File: config.mk
export PLATFORM = sky130hd
export DESIGN_NAME = pll_clk_monitor
export DESIGN_NICKNAME = d
export VERILOG_FILES = /design/src/rtl/pll_clk_monitor.sv
export SDC_FILE = /design/constraint.sdc
export NUM_CORES = 1
export LEC_CHECK = 0
export ABC_CLOCK_PERIOD_IN_PS = 8200
export CORE_ASPECT_RATIO = 0.5
export CORE_MARGIN = 1
export CORE_UTILIZATION = 50
export CTS_CLUSTER_DIAMETER = 60
export DETAILED_ROUTE_END_ITERATION = 7
export GPL_TIMING_DRIVEN = 0
export PLACE_DENSITY = 0.78
export RECOVER_POWER = 25
export SLEW_MARGIN = 5
export SYNTH_ARGS = -nofsm -noshare
export SYNTH_HDL_FRONTEND = slang
export SYNTH_SLANG_ARGS = --single-unit
File: constraint.sdc
create_clock -name i_clk -period 8.2 [get_ports i_clk]
set_clock_uncertainty 0.2 [all_clocks]
set_input_delay 0.82 -clock i_clk [delete_from_list [all_inputs] [get_ports i_clk]]
set_output_delay 0.82 -clock i_clk [all_outputs]
set_load 0.01 [all_outputs]
File: src/rtl/pll_clk_monitor.sv
// pll_clk_monitor: frequency checker and downstream reset releaser for the
// board PLL, clocked by the 50 MHz reference. A divided PLL toggle is counted
// over a fixed gate window; enough consecutive in-range windows declare lock
// and release o_rst_out after a hold period.
// Build option: PLL_MON_STICKY_EN -- a bad window in LOCKED goes to a terminal
// FAIL state (lock low, reset high until i_rst) instead of re-acquiring.
`timescale 1ns/1ps
module pll_clk_monitor #(
  parameter int GATE_CYCLES = 1000,
  parameter int EXP_CNT     = 250,
  parameter int TOL         = 4,
  parameter int GOOD_WIN    = 4,
  parameter int RST_HOLD    = 16
) (
  input  logic        i_clk,
  input  logic        i_rst,
  input  logic        i_mon_tog,
  output logic        o_lock,
  output logic        o_rst_out,
  output logic [15:0] o_meas,
  output logic        o_meas_vld,
  output logic        o_err,
  output logic [7:0]  o_fail_cnt
);

  typedef enum logic [2:0] {S_IDLE, S_ACQ, S_HOLD, S_LOCKED, S_FAIL} state_t;

  localparam int          LO_I      = (EXP_CNT > TOL) ? (EXP_CNT - TOL) : 0;
  localparam logic [16:0] LO        = 17'(LO_I);
  localparam logic [16:0] HI        = 17'(EXP_CNT + TOL);
  localparam logic [15:0] WIN_LAST  = 16'(GATE_CYCLES - 1);
  localparam logic [3:0]  GW        = 4'(GOOD_WIN);
  localparam logic [7:0]  HOLD_LAST = 8'(RST_HOLD - 1);

  state_t      r_state, w_state_n;
  logic        r_sync1, r_sync2, r_dly;
  logic [15:0] r_win_cnt, r_edge_cnt, r_meas;
  logic        r_meas_vld, r_err;
  logic [7:0]  r_fail_cnt, r_hold_cnt, w_hold_n;
  logic [3:0]  r_good_cnt, w_good_n;
  logic        w_edge, w_close, w_good, w_err;
  logic [16:0] w_meas_sum;
  logic [15:0] w_meas_next;

  // Both edges of the synchronized toggle count.
  assign w_edge      = r_sync2 ^ r_dly;
  // The window only runs once IDLE has been left, so ACQ starts at win_cnt 0.
  assign w_close     = (r_state != S_IDLE) && (r_win_cnt == WIN_LAST);
  // An edge landing on the closing cycle still belongs to the closing window.
  assign w_meas_sum  = {1'b0, r_edge_cnt} + {16'd0, w_edge};
  assign w_meas_next = w_meas_sum[16] ? 16'hFFFF : w_meas_sum[15:0];
  assign w_good      = ({1'b0, w_meas_next} >= LO) && ({1'b0, w_meas_next} <= HI);

  // Synchronizer, gate window, edge counter and measurement register.
  always_ff @(posedge i_clk) begin
    if (i_rst) begin
      r_sync1    <= 1'b0;
      r_sync2    <= 1'b0;
      r_dly      <= 1'b0;
      r_win_cnt  <= '0;
      r_edge_cnt <= '0;
      r_meas     <= '0;
      r_meas_vld <= 1'b0;
    end else begin
      r_sync1    <= i_mon_tog;
      r_sync2    <= r_sync1;
      r_dly      <= r_sync2;
      r_meas_vld <= w_close;
      if (r_state == S_IDLE) begin
        r_win_cnt  <= '0;
        r_edge_cnt <= '0;
      end else if (w_close) begin
        r_win_cnt  <= '0;
        r_edge_cnt <= '0;
        r_meas     <= w_meas_next;
      end else begin
        r_win_cnt <= r_win_cnt + 16'd1;
        if (w_edge && (r_edge_cnt != 16'hFFFF)) r_edge_cnt <= r_edge_cnt + 16'd1;
      end
    end
  end

  // State register plus error pulse and saturating fail counter.
  always_ff @(posedge i_clk) begin
    if (i_rst) begin
      r_state    <= S_IDLE;
      r_good_cnt <= '0;
      r_hold_cnt <= '0;
      r_err      <= 1'b0;
      r_fail_cnt <= '0;
    end else begin
      r_state    <= w_state_n;
      r_good_cnt <= w_good_n;
      r_hold_cnt <= w_hold_n;
      r_err      <= w_err;
      if (w_err && (r_fail_cnt != 8'hFF)) r_fail_cnt <= r_fail_cnt + 8'd1;
    end
  end

  // Next-state logic; decisions use the closing window's count so the new
  // state lands on the same cycle as o_meas_vld.
  always_comb begin
    w_state_n = r_state;
    w_good_n  = r_good_cnt;
    w_hold_n  = r_hold_cnt;
    w_err     = 1'b0;
    case (r_state)
      S_IDLE: begin
        w_state_n = S_ACQ;
        w_good_n  = '0;
        w_hold_n  = '0;
      end
      S_ACQ: begin
        if (w_close) begin
          if (w_good) begin
            w_good_n = r_good_cnt + 4'd1;
            if ((r_good_cnt + 4'd1) == GW) begin
              w_state_n = S_HOLD;
              w_hold_n  = '0;
            end
          end else begin
            w_good_n = '0;
          end
        end
      end
      S_HOLD: begin
        if (w_close && !w_good) begin
          w_state_n = S_ACQ;
          w_good_n  = '0;
        end else if (r_hold_cnt == HOLD_LAST) begin
          w_state_n = S_LOCKED;
        end else begin
          w_hold_n = r_hold_cnt + 8'd1;
        end
      end
      S_LOCKED: begin
        if (w_close && !w_good) begin
          w_err    = 1'b1;
          w_good_n = '0;
`ifdef PLL_MON_STICKY_EN
          w_state_n = S_FAIL;
`else
          w_state_n = S_ACQ;
`endif
        end
      end
      S_FAIL:  w_state_n = S_FAIL;
      default: w_state_n = S_IDLE;
    endcase
  end

  assign o_lock     = (r_state == S_HOLD) || (r_state == S_LOCKED);
  assign o_rst_out  = (r_state != S_LOCKED);
  assign o_meas     = r_meas;
  assign o_meas_vld = r_meas_vld;
  assign o_err      = r_err;
  assign o_fail_cnt = r_fail_cnt;

endmodule

==> flow_summary_export.csv, run 1 <==
group,metric,value,unit
status,status,"finished clean",
critical_path,crit_arrival,3.95,ns
drt,vias_per_cell,5.73,
hold_path,hp-class,"flip-flop to flip-flop",
place,placed_cells,614,
critical_path,critPathLaunchType,"flip-flop",
power_and_ir_drop,ir_worst_vdd,109,µV
drt,drt_iter0_drc,261,
clock_tree,clkTransAtPathRegs,0.05,ns
finish,design_area,0.00477,mm²
synthesis,yosys.area.top_type,"dfxtp_1",
floorplan,dieHeight,65.8,µm
clock_tree,cts_root_buffer,"clkbuf_16",
grt,grt_pass1_wl,15300,µm
clock_tree,cts_tree,"yes",
synthesis,async_flop_share,0,%
finish,antenna_cells,0,
drt,post_drt_wl_per_cell,14.2,µm
hold_path,hold_start,"o_meas[8]$_SDFFE_PP0P_",
critical_path,timing.rr.start,"r_sync2$_SDFF_PP0_",
grt,grt_antenna_before_repair,0,
synthesis,netlist_instances,477,
sta,max_freq,253,MHz
synthesis,ys_warn_count,0,
finish,final_core_util,62.7,%
finish,stdcell_count,630,
clock_tree,h-tree-depth,3,
critical_path,worstSetupEndpointType,"flip-flop",
flow_run,maxCapViolCount,0,
clock_tree,cts.sinks,76,
synthesis,ys_seq_area_share,37.4,%
grt,grt_pass1_vias,3220,
synthesis,synthFlopType,"dfxtp_1",
drt,drtAntennaViolNets,0,
place,io_buffers,29,
clock_tree,post_cts_buffers,0,
sta,worstMarginPinSlew,0.617,ns
sta,finalMaxSlewViolations,0,
synthesis,synthesis.area,0.00407,mm²
floorplan,initial_core_util,53.6,%
finish,area_delta_synth_final,17.1,%
sta,rsz0062_at_grt,"false",
critical_path,cp_slowest_cell,"a2111oi_2",
sta,finalHoldViolations,0,
drt,dr.pass1.iters,4,
critical_path,cp.required,8.20,ns
synthesis,yosysUniqueCellTypes,64,
sta,slew_headroom,58.7,%
place,placed_area,0.00450,mm²
critical_path,cp_cell_sequence,"xor2_1 -> ha_1 -> ha_1 -> nand3_4 -> nor4_1 -> mux2_1 -> a2111oi_2 -> a31oi_1 -> buf_4 -> a41oi_1 -> a211oi_1",
sta,fin_tns_setup,0,ns
drt,routed_wl,8950,µm
grt,track_usage,23.3,%
synthesis,synth_nets,488,
clock_tree,post_cts_resized,0,
sta,whs,0.249,ns
floorplan,rows,22,
finish,fill_cells,660,
critical_path,cpMostUsedCell,"ha_1",
clock_tree,insertion_delay,0.34,ns
critical_path,crit_type,"flip-flop to flip-flop",
finish,drive_gt1_share,9.00,%
clock_tree,cts_inserted_buffers,9,
power_and_ir_drop,powerDensity,157,mW/mm²
clock_tree,holdBufCountCts,0,
floorplan,die_w,130,µm
finish,multi_input_area,0.00238,mm²
floorplan,core_area,0.00760,mm²
finish,regArea,0.00152,mm²
synthesis,synth_top_area_share,37.4,%
sta,min_period,3.95,ns
floorplan,io_pins,31,
synthesis,synthTopCellsByArea,"dfxtp_1, nor2_1, xor2_1",
grt,grt_overflow,0,
place,hpwlAfterDp,6460,µm
critical_path,cp_max_fo,10,
grt,grt_max_degree,13,
critical_path,critical_path.startpoint,"r_sync2$_SDFF_PP0_",
power_and_ir_drop,p_leak,1.68,nW
finish,fin_nets,528,
clock_tree,cts_buffer_depth,2,
synthesis,ys_ff_latch,76,
critical_path,cpPeakStageDelay,0.53,ns
drt,dr_total_vias,3612,
floorplan,die-area,0.00853,mm²
sta,finalCritPeriodShare,48.2,%
synthesis,synth_area_per_cell,8.54,µm²
critical_path,r2r_slack,4.25,ns
synthesis,synth_edf_count,0,
drt,drc_errors,0,
sta,setup_viol,0,
place,gp_congestion,0.885,
-- state kept, by name, indices dropped and copies added (netlist names) --
name / cells
o_meas: 16
r_edge_cnt: 16
r_win_cnt: 16
o_fail_cnt: 8
r_hold_cnt: 8
r_good_cnt: 4
r_state: 3
o_err: 1
o_meas_vld: 1
r_dly: 1
r_sync1: 1
r_sync2: 1
-- area by class of cell --
class | count | share of cell area [%]
well taps | 108 | 2.83
flip-flops and latches | 76 | 31.9
clock buffers | 11 | 5.09
plain buffers | 28 | 3.12
repair buffers | 29 | 6.09
multi-input cells | 368 | 50.0
clock inverters | 5 | 0.577
inverters | 5 | 0.394
-- report_power, final --
group	switching (mW)	total, mW	internal, mW
registers	0.00108	0.372	0.371
clock network	0.148	0.358	0.211
logic	0.0131	0.0189	0.00577
total	0.162	0.749	0.587
-- synth_stat cells (13+ instances only) --
cell type	number
clkbuf_1	14
nand2_1	39
nand4_1	13
xnor2_1	19
o21ai_0	13
xor2_1	20
dfxtp_1	76
nor2_1	60
or3_1	13
nand3_1	23
nor3_1	15
a21oi_1	23
-- worst max-delay path: cells and delay by family (launching register included) --
kind	cells	cell delay, ns
compound gates	4	1.20
xor+xnor	1	0.26
fa+ha+maj	2	0.55
buf+inv	1	0.27
flops	1	0.34
mux	1	0.43
simple gates	2	0.57
-- metrics by stage --
step	power (mW)	setup slack, ns
after floorplan	0.393	4.80
after global placement	0.398	4.37
after detailed placement	0.399	4.36
after CTS	0.757	4.31
after global routing	0.775	4.05
final	0.749	4.25
-- metal layers --
metal  share of wire [%]  vias up  global-route usage [%]
met4                 1.5        0                    7.99
met5                   0        -                       0
met3                 4.9       13                    5.42
li1                    -     1805                       -
met1                  49     1726                    30.8
met2                  44       68                    37.5
-- logic make-up (layout without fill, tap and decap cells) --
group | after synthesis | count (layout) | synth area share (%)
AND/OR/NAND/NOR | 233 | 233 | 31.8
AO/OA/AOI/OAI | 80 | 80 | 13.8
flip-flops | 76 | 76 | 37.4
XOR/XNOR | 39 | 39 | 8.39
buffers and inverters | 33 | 78 | 4.12
adder cells (fa/ha/maj) | 8 | 8 | 2.46
multiplexers | 8 | 8 | 2.09
-- worst paths after layout --
path                                                    to  cells after the start
worst min-delay path                o_meas[8]$_SDFFE_PP0P_                      2
worst max register to register  o_fail_cnt[6]$_SDFFE_PP0P_                     11
worst max-delay path            o_fail_cnt[6]$_SDFFE_PP0P_                     11
worst min register to register      o_meas[8]$_SDFFE_PP0P_                      2
-- cells in the final DEF (no fill, tap or decap), types with 6 or more instances in the layout --
cell type / count
dfxtp_1: 76
clkbuf_16: 9
o21ai_0: 13
nor2_1: 60
nor2b_1: 9
nand3_1: 23
dlygate4sd3_1: 20
nand4_1: 13
ha_1: 8
clkdlybuf4s50_1: 9
a31oi_1: 6
a21oi_1: 23
or3_1: 13
nor3_1: 15
nand2b_1: 11
xnor2_1: 19
clkbuf_1: 15
xor2_1: 20
buf_4: 6
nand2_1: 39
and3_1: 12
No activity file was read; power rests on OpenSTA's default activity.
==> run 2, diff against run 1 <==
--- a/config.mk
+++ b/config.mk
@@ -5,14 +5,14 @@
 export SDC_FILE = /design/constraint.sdc
 export NUM_CORES = 1
 export LEC_CHECK = 0
-export ABC_CLOCK_PERIOD_IN_PS = 8200
+export ABC_CLOCK_PERIOD_IN_PS = 3600
 export CORE_ASPECT_RATIO = 0.5
 export CORE_MARGIN = 1
 export CORE_UTILIZATION = 50
 export CTS_CLUSTER_DIAMETER = 60
 export DETAILED_ROUTE_END_ITERATION = 7
 export GPL_TIMING_DRIVEN = 0
-export PLACE_DENSITY = 0.78
+export PLACE_DENSITY = 0.81
 export RECOVER_POWER = 25
 export SLEW_MARGIN = 5
 export SYNTH_ARGS = -nofsm -noshare
==> constraint.sdc (replaced) <==
create_clock -name i_clk -period 3.6 [get_ports i_clk]
set_clock_uncertainty 0.2 [all_clocks]
set_input_delay 0.36 -clock i_clk [delete_from_list [all_inputs] [get_ports i_clk]]
set_output_delay 0.36 -clock i_clk [all_outputs]
set_load 0.01 [all_outputs]
==> run 2 against run 1 <==
  * Flip-flop and latch count unchanged
  * Via count rose by 0.39%
  * Critical path depth unchanged
  * Worst setup slack got worse by 4.0 ns
  * Combinational power is 140% higher
  * Critical path type unchanged
  * Largest cell class unchanged
==> flow_summary_export.csv, run 2 (synthesis results as in run 1) <==
group,metric,value,unit
finish,drive_gt1_share,10.3,%
sta,worstMarginPinSlew,0.636,ns
finish,fin_nets,529,
floorplan,initial_core_util,53.6,%
finish,final_common_cell,"dfxtp_1",
critical_path,r2r_slack,0.23,ns
finish,area_delta_synth_final,19.7,%
clock_tree,holdBufCountCts,0,
power_and_ir_drop,switching_share,21.3,%
power_and_ir_drop,intPower,1.38,mW
floorplan,rows,22,
drt,drt_iter0_drc,222,
floorplan,core_area,0.00760,mm²
place,placed_cells,614,
finish,final_core_util,64.1,%
sta,rsz0062_at_grt,"false",
drt,dr_total_vias,3626,
drt,routed_wl,9330,µm
critical_path,crit_arrival,3.37,ns
sta,finalHoldViolations,0,
flow_run,maxCapViolCount,0,
power_and_ir_drop,ir_worst_vdd,241,µV
clock_tree,cts_root_buffer,"clkbuf_16",
sta,setup_viol,0,
drt,drtAntennaViolNets,0,
finish,antenna_cells,0,
grt,grt_pass1_vias,3298,
drt,drc_errors,0,
clock_tree,cts_buffer_depth,2,
grt,grt_max_degree,13,
critical_path,critPathLaunchType,"flip-flop",
clock_tree,cts_tree,"yes",
drt,vias_per_cell,5.75,
power_and_ir_drop,seqPwrFrac,48.3,%
power_and_ir_drop,p_leak,1.71,nW
floorplan,die_w,130,µm
drt,post_drt_wl_per_cell,14.8,µm
power_and_ir_drop,power_switching,0.374,mW
grt,grt_overflow,0,
place,hpwlAfterDp,6480,µm
drt,dr.pass1.iters,5,
power_and_ir_drop,clockPowerShare,49.1,%
critical_path,worstSetupEndpointType,"flip-flop",
place,io_buffers,29,
critical_path,cp.required,3.59,ns
sta,min_period,3.37,ns
clock_tree,h-tree-depth,3,
power_and_ir_drop,p_total,1.76,mW
finish,fill_cells,646,
clock_tree,cts_inserted_buffers,9,
sta,whs,0.234,ns
power_and_ir_drop,powerDensity,360,mW/mm²
clock_tree,insertion_delay,0.34,ns
grt,track_usage,23.8,%
grt,grt_pass1_wl,15700,µm
finish,stdcell_count,631,
power_and_ir_drop,comb_power_share,2.6,%
sta,max_freq,297,MHz
finish,final_cell_mix,"dfxtp_1, nor2_1, nand2_1, nand3_1, a21oi_1",
sta,finalMaxSlewViolations,0,
floorplan,die-area,0.00853,mm²
place,gp_congestion,0.871,
sta,finalCritPeriodShare,93.7,%
floorplan,dieHeight,65.8,µm
sta,slew_headroom,57.4,%
clock_tree,cts.sinks,76,
floorplan,io_pins,31,
critical_path,cp_max_fo,10,
critical_path,crit_type,"flip-flop to flip-flop",
clock_tree,clkTransAtPathRegs,0.06,ns
hold_path,hp-class,"flip-flop to flip-flop",
grt,grt_antenna_before_repair,0,
status,status,"finished clean",
==> run 2: layer usage <==
layer | up-vias | routed length, µm | GRT usage [%]
li1 | 1797 | - | -
met1 | 1718 | 4430 | 30.6
met2 | 99 | 4260 | 38.2
met3 | 12 | 509 | 7.44
met4 | 0 | 127 | 7.70
met5 | - | 0 | 0
==> run 2: cell type report <==
class / instances / area [µm²] / area share, %
Clock buffer: 13 / 270 / 5.55
Clock inverter: 3 / 20.0 / 0.411
Timing Repair Buffer: 30 / 298 / 6.11
Buffer: 28 / 149 / 3.06
Inverter: 5 / 18.8 / 0.385
Sequential cell: 76 / 1520 / 31.2
Multi-Input combinational cell: 368 / 2460 / 50.5
Tap cell: 108 / 135 / 2.77
==> run 2: critical path, cell delays in order, from the launching register on <==
cell	delay, ns
dfxtp_1	0.37
xor2_2	0.22
ha_4	0.19
ha_2	0.22
nand3_4	0.16
nor4_4	0.48
a311o_1	0.33
and3_1	0.31
a31oi_2	0.20
buf_4	0.26
a41oi_1	0.21
a211oi_1	0.07
==> run 2: worst paths after layout <==
| path | end | from | cells past startpoint |
|---|---|---|---|
| worst max-delay path | o_fail_cnt[6]$_SDFFE_PP0P_ | r_sync2$_SDFF_PP0_ | 11 |
| worst min-delay path | r_sync2$_SDFF_PP0_ | r_sync1$_SDFF_PP0_ | 1 |
| worst max register to register | o_fail_cnt[6]$_SDFFE_PP0P_ | r_sync2$_SDFF_PP0_ | 11 |
| worst min register to register | r_sync2$_SDFF_PP0_ | r_sync1$_SDFF_PP0_ | 1 |
==> run 2: power by group through the flow <==
stage / clock [mW] / sequential [mW] / combinational, mW
floorplan: 0 / 0.865 / 0.0307
global placement: 0 / 0.866 / 0.0422
detailed placement: 0 / 0.866 / 0.0428
CTS: 0.873 / 0.847 / 0.0435
global route: 0.909 / 0.848 / 0.0513
finish: 0.862 / 0.848 / 0.0458
==> run 2: what timing repair did <==
| item | CTS | global route |
|---|---|---|
| gates resized for setup | 6 | 6 |
| pin swaps | 2 | 6 |
| endpoints found under the hold margin | 0 | 0 |
| endpoints found under the setup margin | 20 | 15 |
| setup buffers | 0 | 1 |
==> run 2: stage by stage <==
stage	worst slack (ns)	cell area [µm²]	TNS [ns]
after floorplan	0.197	4070	0
after global placement	-0.310	4500	-4.58
after detailed placement	-0.328	4500	-4.68
after CTS	0.0579	4830	0
after global routing	0.0343	4870	0
final	0.227	4870	0
==> run 3, diff against run 2 <==
--- a/config.mk
+++ b/config.mk
@@ -8,11 +8,11 @@
 export ABC_CLOCK_PERIOD_IN_PS = 3600
 export CORE_ASPECT_RATIO = 0.5
 export CORE_MARGIN = 1
-export CORE_UTILIZATION = 50
+export CORE_UTILIZATION = 53
 export CTS_CLUSTER_DIAMETER = 60
 export DETAILED_ROUTE_END_ITERATION = 7
 export GPL_TIMING_DRIVEN = 0
-export PLACE_DENSITY = 0.81
+export PLACE_DENSITY = 0.84
 export RECOVER_POWER = 25
 export SLEW_MARGIN = 5
 export SYNTH_ARGS = -nofsm -noshare
==> run 3 against run 2 <==
  * Count of clock-buffer cells in the layout decreased by 1
  * Sequential power about the same
  * Die area shrank 5.5%
  * Worst setup slack got worse by 0.018 ns
  * First-iteration DRC count rose by 34%
  * Utilization up 1.8 points
  * Largest power group unchanged
  * Highest routed layer unchanged
==> flow_summary_export.csv, run 3 (synthesis results as in run 1) <==
group,metric,value,unit
drt,drc_errors,0,
hold_path,hp-class,"flip-flop to flip-flop",
drt,dr.pass1.iters,5,
grt,grt_pass1_wl,15500,µm
critical_path,path_buf_inv,1,
drt,drtAntennaViolNets,0,
critical_path,critPathLaunchType,"flip-flop",
finish,area_delta_synth_final,19.5,%
critical_path,cp_slowest_cell,"a2111oi_4",
place,io_buffers,29,
power_and_ir_drop,clockPowerShare,50.6,%
grt,grt_max_degree,13,
sta,finalMaxSlewViolations,0,
grt,grt_overflow,0,
grt,track_usage,24.4,%
floorplan,die_w,126,µm
power_and_ir_drop,p_leak,1.70,nW
clock_tree,cts.sinks,76,
sta,whs,0.250,ns
critical_path,timing.rr.start,"r_sync2$_SDFF_PP0_",
power_and_ir_drop,seqPwrFrac,46.8,%
finish,final_cell_mix,"dfxtp_1, nor2_1, nand2_1, nand3_1, a21oi_1",
power_and_ir_drop,intPower,1.43,mW
power_and_ir_drop,switching_share,20.9,%
status,status,"finished clean",
clock_tree,cts_tree,"yes",
sta,finalHoldViolations,0,
clock_tree,clkTransAtPathRegs,0.05,ns
finish,final_common_cell,"dfxtp_1",
clock_tree,cts_buffer_depth,2,
hold_path,hold_start,"o_meas[2]$_SDFFE_PP0P_",
critical_path,cpPeakStageDelay,0.40,ns
floorplan,dieHeight,64.0,µm
place,gp_congestion,0.827,
power_and_ir_drop,comb_power_share,2.5,%
finish,fin_nets,530,
critical_path,crit_arrival,3.46,ns
clock_tree,cts_inserted_buffers,9,
floorplan,initial_core_util,55.2,%
critical_path,worstSetupEndpointType,"flip-flop",
clock_tree,cts_root_buffer,"clkbuf_16",
sta,min_period,3.39,ns
drt,drt_iter0_drc,297,
power_and_ir_drop,ir_worst_vdd,218,µV
clock_tree,insertion_delay,0.34,ns
drt,vias_per_cell,5.78,
sta,slew_headroom,57.5,%
place,hpwlAfterDp,6300,µm
floorplan,io_pins,31,
drt,dr_total_vias,3585,
critical_path,cp_cell_sequence,"xor2_2 -> ha_4 -> ha_2 -> nand3_4 -> nor4_2 -> mux2_4 -> a2111oi_4 -> a41oi_2 -> buf_6 -> or3_1 -> a21oi_1",
sta,setup_viol,0,
sta,max_freq,295,MHz
drt,routed_wl,9180,µm
critical_path,cp_top_family,"simple AND/OR/NAND/NOR gates",
flow_run,maxCapViolCount,0,
place,dp_slack,-0.231,ns
floorplan,die-area,0.00806,mm²
critical_path,cp.required,3.67,ns
power_and_ir_drop,power_switching,0.378,mW
sta,setup_slack,0.209,ns
grt,grt_antenna_before_repair,0,
floorplan,core_area,0.00738,mm²
critical_path,critical_path.startpoint,"r_sync2$_SDFF_PP0_",
sta,finalCritPeriodShare,94.2,%
critical_path,crit_type,"flip-flop to flip-flop",
finish,drive_gt1_share,10.5,%
drt,post_drt_wl_per_cell,14.8,µm
floorplan,rows,22,
critical_path,cp_max_fo,10,
grt,grt_pass1_vias,3267,
finish,antenna_cells,0,
clock_tree,h-tree-depth,3,
power_and_ir_drop,powerDensity,372,mW/mm²
sta,worstMarginPinSlew,0.633,ns
run 3: path summary, 6_finish.rpt:
| kind | end | slack [ns] | depth (start not counted) |
|---|---|---|---|
| max | r_hold_cnt[7]$_SDFFE_PP0P_ | 0.21 | 11 |
| min | o_meas[2]$_SDFFE_PP0P_ | 0.25 | 2 |
| max reg2reg | r_hold_cnt[7]$_SDFFE_PP0P_ | 0.21 | 11 |
| min reg2reg | o_meas[2]$_SDFFE_PP0P_ | 0.25 | 2 |
run 3: layer usage:
layer	track usage, %	vias up	part of all wire, %
li1	-	1789	-
met1	32.0	1680	47
met2	38.7	99	45
met3	6.03	17	5.4
met4	10.1	0	2.1
met5	0	-	0
run 3: cell type report:
cell class | count | area, µm²
Fill cell | 609 | 2510
Multi-Input combinational cell | 368 | 2450
Sequential cell | 76 | 1520
Timing Repair Buffer | 31 | 305
Clock buffer | 12 | 256
Buffer | 28 | 149
Tap cell | 96 | 120
Clock inverter | 4 | 47.5
Inverter | 5 | 18.8
run 3: stage by stage:
stage                     instances  power, mW  setup TNS (ns)  cell area (µm²)  utilization, %
after global placement          602      0.907           -2.53             4480            60.8
after CTS                       619       1.82               0             4830            65.4
after detailed placement        602      0.908           -3.02             4480            60.8
after global routing            620       1.86         -0.0125             4860            65.9
after floorplan                 477      0.896               0             4070               -
final                           620       1.81               0             4860            65.9
run 3: what timing repair did:
| item | 4_1_cts | 5_1_grt |
|---|---|---|
| hold endpoints to repair | 0 | 0 |
| hold buffers | 0 | 0 |
| setup endpoints to repair | 19 | 18 |
| pin swaps | 2 | 3 |
| gates resized for setup | 5 | 5 |
| buffers inserted | 1 | 1 |
| gates cloned | 0 | 0 |
run 3: worst reg2reg max path, cell delays in order, from the launching register on:
cell and delay [ns]:
dfxtp_1 0.37, xor2_2 0.21, ha_4 0.19, ha_2 0.21, nand3_4 0.16, nor4_2 0.34, mux2_4 0.37, a2111oi_4 0.40
a41oi_2 0.22, buf_6 0.20, or3_1 0.34, a21oi_1 0.13
run 3: power groups by stage:
stage	combinational (mW)	sequential (mW)	clock, mW
6_report	0.0459	0.848	0.916
3_5_place_dp	0.0424	0.866	0
3_3_place_gp	0.0418	0.866	0
5_1_grt	0.0509	0.848	0.966
4_1_cts	0.0435	0.847	0.928
2_1_floorplan	0.0307	0.865	0
